File: config.mk
export PLATFORM = sky130hd
export DESIGN_NAME = fetch_ctrl
export DESIGN_NICKNAME = d
export VERILOG_FILES = /design/src/rtl/fetch_ctrl_pkg.sv /design/src/rtl/fetch_skid.sv /design/src/rtl/fetch_ctrl.sv
export SDC_FILE = /design/constraint.sdc
export NUM_CORES = 1
export LEC_CHECK = 0
export ABC_CLOCK_PERIOD_IN_PS = 5700
export CAP_MARGIN = 10
export CORE_UTILIZATION = 30
export CTS_BUF_LIST = sky130_fd_sc_hd__clkbuf_4 sky130_fd_sc_hd__clkbuf_8
export CTS_CLUSTER_SIZE = 16
export DETAILED_ROUTE_END_ITERATION = 10
export PLACE_DENSITY = 0.49
export SYNTH_ARGS = -nofsm -noshare
export SYNTH_HDL_FRONTEND = slang
export SYNTH_HIERARCHICAL = 1
export SYNTH_SLANG_ARGS = --single-unit
File: constraint.sdc
create_clock -name clk -period 5.7 [get_ports clk]
set_input_delay 0.57 -clock clk [delete_from_list [all_inputs] [get_ports clk]]
set_output_delay 0.57 -clock clk [all_outputs]
set_load 0.05 [all_outputs]
File: src/rtl/fetch_ctrl_pkg.sv
// Shared CPU-side definitions for the instruction fetch controller:
// configured address/instruction widths and the fetch FSM state type.
package fetch_ctrl_pkg;

   // cpu_config: fetch address and instruction widths
   localparam int AddrWidth = 32;
   localparam int InstWidth = 32;

   // Fetch controller FSM states
   typedef enum logic [1:0] {
      ST_IDLE  = 2'd0,
      ST_RUN   = 2'd1,
      ST_MISS  = 2'd2,
      ST_FLUSH = 2'd3
   } FetchCtrlState_t;

endpackage : fetch_ctrl_pkg

File: src/rtl/fetch_skid.sv
// One-entry PC + instruction holding buffer used behind the fetch output
// register. Flush wins over load, load wins over pop, so a hit arriving in
// the same edge as the entry moving out simply replaces it.
module fetch_skid
   import fetch_ctrl_pkg::*;
#(
   parameter int ADDR = AddrWidth,
   parameter int INST = InstWidth
) (
   input  logic            clk,
   input  logic            reset_,
   input  logic            flush,
   input  logic            load,
   input  logic            pop,
   input  logic [ADDR-1:0] load_pc,
   input  logic [INST-1:0] load_inst,
   output logic            valid,
   output logic [ADDR-1:0] pc,
   output logic [INST-1:0] inst
);

   // Entry storage with flush > load > pop priority
   always_ff @(posedge clk or negedge reset_) begin
      if (!reset_) begin
         valid <= 1'b0;
         pc    <= '0;
         inst  <= '0;
      end else if (flush) begin
         valid <= 1'b0;
      end else if (load) begin
         valid <= 1'b1;
         pc    <= load_pc;
         inst  <= load_inst;
      end else if (pop) begin
         valid <= 1'b0;
      end
   end

endmodule : fetch_skid

File: src/rtl/fetch_ctrl.sv
// Instruction fetch controller: issues I-cache requests from the address
// generator PC, tracks one in-flight request, handles misses with a held
// PC and reissue, and buffers up to two instructions (output register plus
// a one-entry skid) toward decode.
//
// Handshake to decode: an instruction is offered while inst_e_=0; it is
// taken in a cycle where inst_e_=0 and dec_stall_=1. While inst_e_=0 and
// dec_stall_=0 the offered inst_pc/inst hold still. All cache-side and
// decode-side strobes are active-low.
module fetch_ctrl
   import fetch_ctrl_pkg::*;
#(
   parameter int ADDR = AddrWidth,
   parameter int INST = InstWidth
) (
   input  logic            clk,
   input  logic            reset_,
   input  logic [ADDR-1:0] iag_pc,
   output logic            iag_stall_,
   output logic            ic_req_,
   output logic [ADDR-1:0] ic_pc,
   input  logic            ic_hit_,
   input  logic            ic_miss_,
   input  logic            ic_fill_,
   input  logic [INST-1:0] ic_inst,
   input  logic            flush_,
   input  logic            dec_stall_,
   output logic            inst_e_,
   output logic [ADDR-1:0] inst_pc,
   output logic [INST-1:0] inst,
   output logic            busy,
   output FetchCtrlState_t dbg_state
);

   FetchCtrlState_t state_q;
   FetchCtrlState_t state_d;

   // Output register toward decode
   logic            out_v;
   logic [ADDR-1:0] out_pc;
   logic [INST-1:0] out_inst;

   // One outstanding request; its response comes exactly one cycle later
   logic            infl_v;
   logic [ADDR-1:0] infl_pc;

   // Missed PC and the pending reissue after refill
   logic [ADDR-1:0] miss_pc;
   logic            reissue;

   // Skid entry
   logic            skid_v;
   logic [ADDR-1:0] skid_pc;
   logic [INST-1:0] skid_inst;

   logic            flush_evt;
   logic            in_run;
   logic            rsp_hit;
   logic            rsp_miss;
   logic            consume;
   logic            out_free;
   logic            issue;
   logic [ADDR-1:0] req_pc;
   logic            hit_to_out;
   logic            hit_to_skid;
   logic            skid_pop;

   // Event decode: flush dominates, a simultaneous hit+miss counts as miss
   always_comb begin
      flush_evt   = ~flush_ & (state_q != ST_IDLE);
      in_run      = (state_q == ST_RUN);
      rsp_miss    = in_run & infl_v & ~ic_miss_;
      rsp_hit     = in_run & infl_v & ic_miss_ & ~ic_hit_ & flush_;
      consume     = out_v & dec_stall_;
      out_free    = ~out_v | consume;
      // Only request when any returning hit is guaranteed a slot
      issue       = in_run & ~skid_v & out_free & flush_ & ~rsp_miss;
      req_pc      = reissue ? miss_pc : iag_pc;
      // Hit goes to the output register unless older data is ahead of it
      hit_to_out  = rsp_hit & out_free & ~skid_v;
      hit_to_skid = rsp_hit & ~hit_to_out;
      skid_pop    = out_free & skid_v;
   end

   // Cache / address-generator request outputs; a reissue keeps the
   // address generator frozen so its PC is fetched next
   always_comb begin
      ic_req_    = ~issue;
      ic_pc      = issue ? req_pc : '0;
      iag_stall_ = issue & ~reissue;
   end

   // Next-state logic
   always_comb begin
      state_d = state_q;
      case (state_q)
         ST_IDLE:  state_d = ST_RUN;
         ST_RUN: begin
            if (flush_evt)     state_d = ST_FLUSH;
            else if (rsp_miss) state_d = ST_MISS;
         end
         ST_MISS: begin
            if (flush_evt)     state_d = ST_FLUSH;
            else if (!ic_fill_) state_d = ST_RUN;
         end
         ST_FLUSH: begin
            if (flush_evt)     state_d = ST_FLUSH;
            else               state_d = ST_RUN;
         end
         default:  state_d = ST_IDLE;
      endcase
   end

   // State register
   always_ff @(posedge clk or negedge reset_) begin
      if (!reset_) begin
         state_q <= ST_IDLE;
      end else begin
         state_q <= state_d;
      end
   end

   // In-flight request tracking
   always_ff @(posedge clk or negedge reset_) begin
      if (!reset_) begin
         infl_v  <= 1'b0;
         infl_pc <= '0;
      end else if (flush_evt) begin
         infl_v  <= 1'b0;
      end else begin
         infl_v <= issue;
         if (issue) begin
            infl_pc <= req_pc;
         end
      end
   end

   // Miss PC capture and reissue flag
   always_ff @(posedge clk or negedge reset_) begin
      if (!reset_) begin
         miss_pc <= '0;
         reissue <= 1'b0;
      end else if (flush_evt) begin
         reissue <= 1'b0;
      end else begin
         if (rsp_miss) begin
            miss_pc <= infl_pc;
         end
         if ((state_q == ST_MISS) && !ic_fill_) begin
            reissue <= 1'b1;
         end else if (issue && reissue) begin
            reissue <= 1'b0;
         end
      end
   end

   // Output register: refill from skid first (older), else from a hit
   always_ff @(posedge clk or negedge reset_) begin
      if (!reset_) begin
         out_v    <= 1'b0;
         out_pc   <= '0;
         out_inst <= '0;
      end else if (flush_evt) begin
         out_v <= 1'b0;
      end else if (out_free) begin
         if (skid_v) begin
            out_v    <= 1'b1;
            out_pc   <= skid_pc;
            out_inst <= skid_inst;
         end else if (hit_to_out) begin
            out_v    <= 1'b1;
            out_pc   <= infl_pc;
            out_inst <= ic_inst;
         end else begin
            out_v <= 1'b0;
         end
      end
   end

   fetch_skid #(
      .ADDR (ADDR),
      .INST (INST)
   ) u_skid (
      .clk       (clk),
      .reset_    (reset_),
      .flush     (flush_evt),
      .load      (hit_to_skid),
      .pop       (skid_pop),
      .load_pc   (infl_pc),
      .load_inst (ic_inst),
      .valid     (skid_v),
      .pc        (skid_pc),
      .inst      (skid_inst)
   );

   // Decode-side and status outputs
   always_comb begin
      inst_e_   = ~out_v;
      inst_pc   = out_pc;
      inst      = out_inst;
      busy      = (state_q == ST_MISS) | out_v | skid_v | infl_v | reissue;
      dbg_state = state_q;
   end

endmodule : fetch_ctrl

# Yosys cells after proc, flatten, opt, wreduce, memory -nomap -nowiden
# Index checks and enable logic that the tools add are counted.
# totals
ff_bits,198
in_bits,71
word_cells,84
out_inout_bits,102
# op_classes
n_eq_ne,5
n_mux,23
n_bitwise,31
reduce_logical,14
# ops
operator,n
32-bit 2-to-1 mux,6
1-bit AND,16
1-bit 2-to-1 mux,11
2-bit 2-to-1 mux,5
1-bit inverter,10
2-bit case mux with 4 select lines,1
2-bit AND reduction,4
2-bit nonzero test,3
3-bit nonzero test,2
1-bit OR,5
"2-bit == test, second input constant",2
"3-bit by 2-bit inequality test with 1-bit output, second input constant",1
"3-bit inequality test, second input constant",1
3-bit AND reduction,1
"2-bit by 1-bit == test with 1-bit output, second input constant",1
1-bit logical AND,2
2-bit logical NOT,1
1-bit logical NOT,1

# Depth between registers and ports, before layout
# depth
word_depth,11
mapped_depth,7
ltp_nobuf,5

# Modules after synthesis
# The synthesis kept the hierarchy.
# by_module_without_submodules
mod,seq_area_each_um2,area_per_inst_um2,n_inst,cells_each
fetch_ctrl,3328.2,5876.9,1,523
fetch_skid,1626.6,2741.4,1,140

# Worst setup path after synthesis
# Ideal clock, no wire load.
# synth_timing
kind,reg-to-output
startpoint,reg state_q[0] (netlist: dbg_state[0])
endpoint,out iag_stall_
t_arrival_ps,2350
t_required_ps,5130
path_buffers,2
slack_ps,2780
stages_incl_launch_ff,6
cell_sequence,dfrtp_1 > nand3b_4 > or4_1 > buf_2 > buf_2 > nor2_1
# synth_via
elab_chain_cells,6
elab_cells_between_ends,9
cone_classes,eq/ne: 1; bitwise: 8
# synth_lines
item,line_no,source
start: declaration,fetch_ctrl.sv:35,FetchCtrlState_t state_q;
start signal: assignment,fetch_ctrl.sv:119,state_q <= state_d;
2-bit by 1-bit == test with 1-bit output (*),fetch_ctrl.sv:71,in_run = (state_q == ST_RUN);
"1-bit AND, on equally long branches (2 in series)","fetch_ctrl.sv:77, fetch_ctrl.sv:72",
1-bit AND or 1-bit inverter (tied branches),fetch_ctrl.sv:77,issue = in_run & ~skid_v & out_free & flush_ & ~rsp_miss;
1-bit AND (*),fetch_ctrl.sv:77,
1-bit AND (*),fetch_ctrl.sv:90,iag_stall_ = issue & ~reissue;
end: declaration,fetch_ctrl.sv:19,"output logic iag_stall_,"
# Every way passes the cells marked *; elsewhere a longest branch is shown, timed or not.

# Worst setup path after layout
# layout_timing
startpoint,in flush_
endpoint,out ic_pc[31]
# layout_via
elab_chain_cells,3
# layout_lines
item,line_no,source
start: declaration,fetch_ctrl.sv:26,"input logic flush_,"
1-bit AND (2 in series),fetch_ctrl.sv:77,
32-bit 2-to-1 mux,fetch_ctrl.sv:89,ic_pc = issue ? req_pc : '0;
end: declaration,fetch_ctrl.sv:21,"output logic [ADDR-1:0] ic_pc,"
# No other way between the ends.

==> impl_metrics.py <==
metrics = {
    "status": {
        "run_status": "complete, no violations",
    },
    "clock_network": {
        "cts_tree": "done",
        "cts_resized": 0,
        "cts.sinks": 198,
        "cts_hold_buf": 0,
        "postCtsSetupBuffers": 0,
        "clock_path_buffers": 2,
        "path_clk_slew_ns": 0.12,
        "htreeDepth": 4,
        "cts_made_buffers": 17,
        "clockRootBuffer": "clkbuf_8",
        "insertion_delay_ns": 0.46,
    },
    "logic_synthesis": {
        "ys_warn_count": 6,
        "netlist_area_mm2": 0.008618,
        "async_flop_share": 1.000,
        "synth_cells": 663,
        "synth-seq-cells": 198,
        "yosysSeqAreaShare": 0.5749,
        "synth-edff-count": 0,
        "ys_types": 30,
        "synth_top_cell_by_area": "dfrtp_1",
        "netlist_top_cells_count": "dfrtp_1, inv_1, a21oi_1",
        "synth_top_area_frac": 0.5749,
        "postSynthAreaPerCell_um2": 13.00,
        "post-synth-top-count-cell": "dfrtp_1",
        "synth-main-ff-cell": "dfrtp_1",
        "synth.area.top_cells": "dfrtp_1, mux2_4, mux2_2, o22ai_1, a21oi_1",
        "synth_nets": 734,
    },
    "grt": {
        "grt_pass1_wl_um": 33090,
        "grtUsageTotal": 0.1473,
        "antenna_found_initial": 2,
        "grt_max_degree": 108,
        "grt-ovfl-total": 0,
        "grt_pass1_vias": 5751,
    },
    "finish": {
        "drive_gt1_frac": 0.1894,
        "syn_to_final_growth_pct": 26.31,
        "nNetsFinal": 890,
        "antenna_cells": 0,
    },
    "route": {
        "first_pass_iters": 4,
        "wire_per_inst_um": 17.10,
        "vias": 5559,
        "viasPerCell": 4.606,
        "antenna_left": 0,
        "drc": 0,
        "drt_iter0_markers": 326,
        "drt-total-wl_um": 20640,
    },
    "die": {
        "design.core.area_mm2": 0.02801,
        "start_util": 0.3077,
        "fp.dieH_um": 171.5,
        "die_w_um": 171.5,
        "fp.dieArea_mm2": 0.02941,
        "num_rows": 61,
        "io_pins": 173,
    },
    "power_and_ir_drop": {
        "power_density_mw_per_mm2": 314.2,
        "irDropWorstVdd_mv": 0.1327,
        "p_leak_nw": 5.107,
    },
    "timing": {
        "hold_viol_final": 0,
        "holdWs_ns": 0.1218,
        "rsz0062_at_grt": "no",
        "fin_skew_ns": 0.01843,
        "setup_tns_ns": 0,
        "fin_crit_sh": 0.6835,
        "maxSlewViolCount": 0,
        "setup_viol": 0,
        "fin_crit_ns": 3.896,
        "slew_headroom": 0.3135,
        "max_freq_mhz": 256.7,
        "worst_pin_slew_ns": 1.030,
    },
    "worst_setup_path": {
        "crit_path_end_kind": "primary output",
        "critPathArrivalTime_ns": 3.33,
        "crit_path_max_incr_delay_ns": 0.85,
        "r2r_slack_ns": 3.18,
        "r2r_end": "u_skid/inst[17]",
        "cpMostUsedCell": "clkdlybuf4s50_1",
        "timing.rr.start": "dbg_state[1]",
        "crit_fanout": 68,
        "crit_chain": "clkdlybuf4s50_1 > nand3b_4 > or4_4 > nor2_1 > clkdlybuf4s50_1",
        "crit_required_ns": 5.13,
        "path_class": "input port to primary output",
        "rr_worst_depth": 6,
        "critical-path-slowest-cell": "or4_4",
        "cp-start-kind": "input port",
    },
    "placed_design": {
        "place.gp.congestion": 0.7291,
        "dp_hpwl_um": 12660,
        "port_buffers": 172,
    },
    "worst_hold_path": {
        "hp-class": "input port to asynchronous set/reset pin",
    },
    "flow_run": {
        "maxCapViolCount": 0,
    },
}
## flip-flops by register name, indices dropped and copies added, names as in the netlist
| name | count |
|---|---|
| dbg_state | 2 |
| infl_pc | 32 |
| infl_v | 1 |
| inst | 32 |
| inst_pc | 32 |
| miss_pc | 32 |
| out_v | 1 |
| reissue | 1 |
| u_skid/inst | 32 |
| u_skid/pc | 32 |
| u_skid/valid | 1 |
## layer usage
metal | vias to the layer above | wire length [um] | GRT usage
li1 | 2611 | - | -
met1 | 2799 | 9904 | 0.1977
met2 | 126 | 9329 | 0.2320
met3 | 19 | 1146 | 0.04096
met4 | 4 | 234 | 0.03998
met5 | - | 29 | 0
## critical path, delay by kind of cell
family / cells / cell delay, ns
buf+inv: 2 / 1.41
simple gates: 3 / 1.29
## worst max path at each step
| stage | startpoint | to | depth (start not counted) |
|---|---|---|---|
| floorplan | dbg_state[0] | iag_stall_ | 5 |
| global placement | flush_ | ic_pc[1] | 5 |
| CTS | flush_ | ic_pc[1] | 5 |
| detailed placement | flush_ | ic_pc[1] | 5 |
| finish | flush_ | ic_pc[31] | 5 |
| global route | flush_ | ic_pc[31] | 5 |
## layout by cell type (no fill, tap or decap), drive strengths merged
cell and n:
inv 72, or2 1, mux2i 32, nor2 40, o21ba 1, a22o 1
o22ai 64, clkbuf 18, clkinv 8, or4 2, nor2b 4, nand2 3
o21ai 4, nand2b 3, dfrtp 198, buf 7, clkdlybuf4s50 171, a21o 32
nor4 1, or3b 1, a21oi 67, mux2 96, nand3b 3
## layout make-up
type                            instances  area (um^2)
Clock buffer                           17        234.0
Clock inverter                         12        120.1
Fill cell                            2783        17130
Inverter                               68        255.2
Multi-Input combinational cell        355         3057
Sequential cell                       198         4956
Tap cell                              378        473.0
Timing Repair Buffer                  179         1790
## cell families (layout without fill, tap and decap cells)
| logic type | after synthesis | in the layout | share of synthesized area |
|---|---|---|---|
| buffers and inverters | 110 | 276 | 0.07346 |
| AOI/OAI and AO/OA | 169 | 169 | 0.1177 |
| DFF | 198 | 198 | 0.5749 |
| and+or+nand+nor | 58 | 58 | 0.04515 |
| muxes | 128 | 128 | 0.1887 |
## report_power, final
group	internal [mW]	switching (mW)
registers	1.59	0.130
clock network	0.314	0.550
logic	0.323	0.517
total	2.22	1.20
## per-stage QoR
step / cells / utilization / power, mW / setup slack (ns) / instance area (um^2)
5_1_grt: 1207 / 0.3886 / 3.610 / 1.693 / 10890
3_3_place_gp: 1178 / 0.3760 / 2.597 / 1.876 / 10530
3_5_place_dp: 1178 / 0.3760 / 2.598 / 1.808 / 10530
4_1_cts: 1207 / 0.3886 / 3.490 / 1.805 / 10890
2_1_floorplan: 663 / - / 2.247 / 2.780 / 8618
6_report: 1207 / 0.3886 / 3.420 / 1.804 / 10890
(Power assumes the default switching activity.)
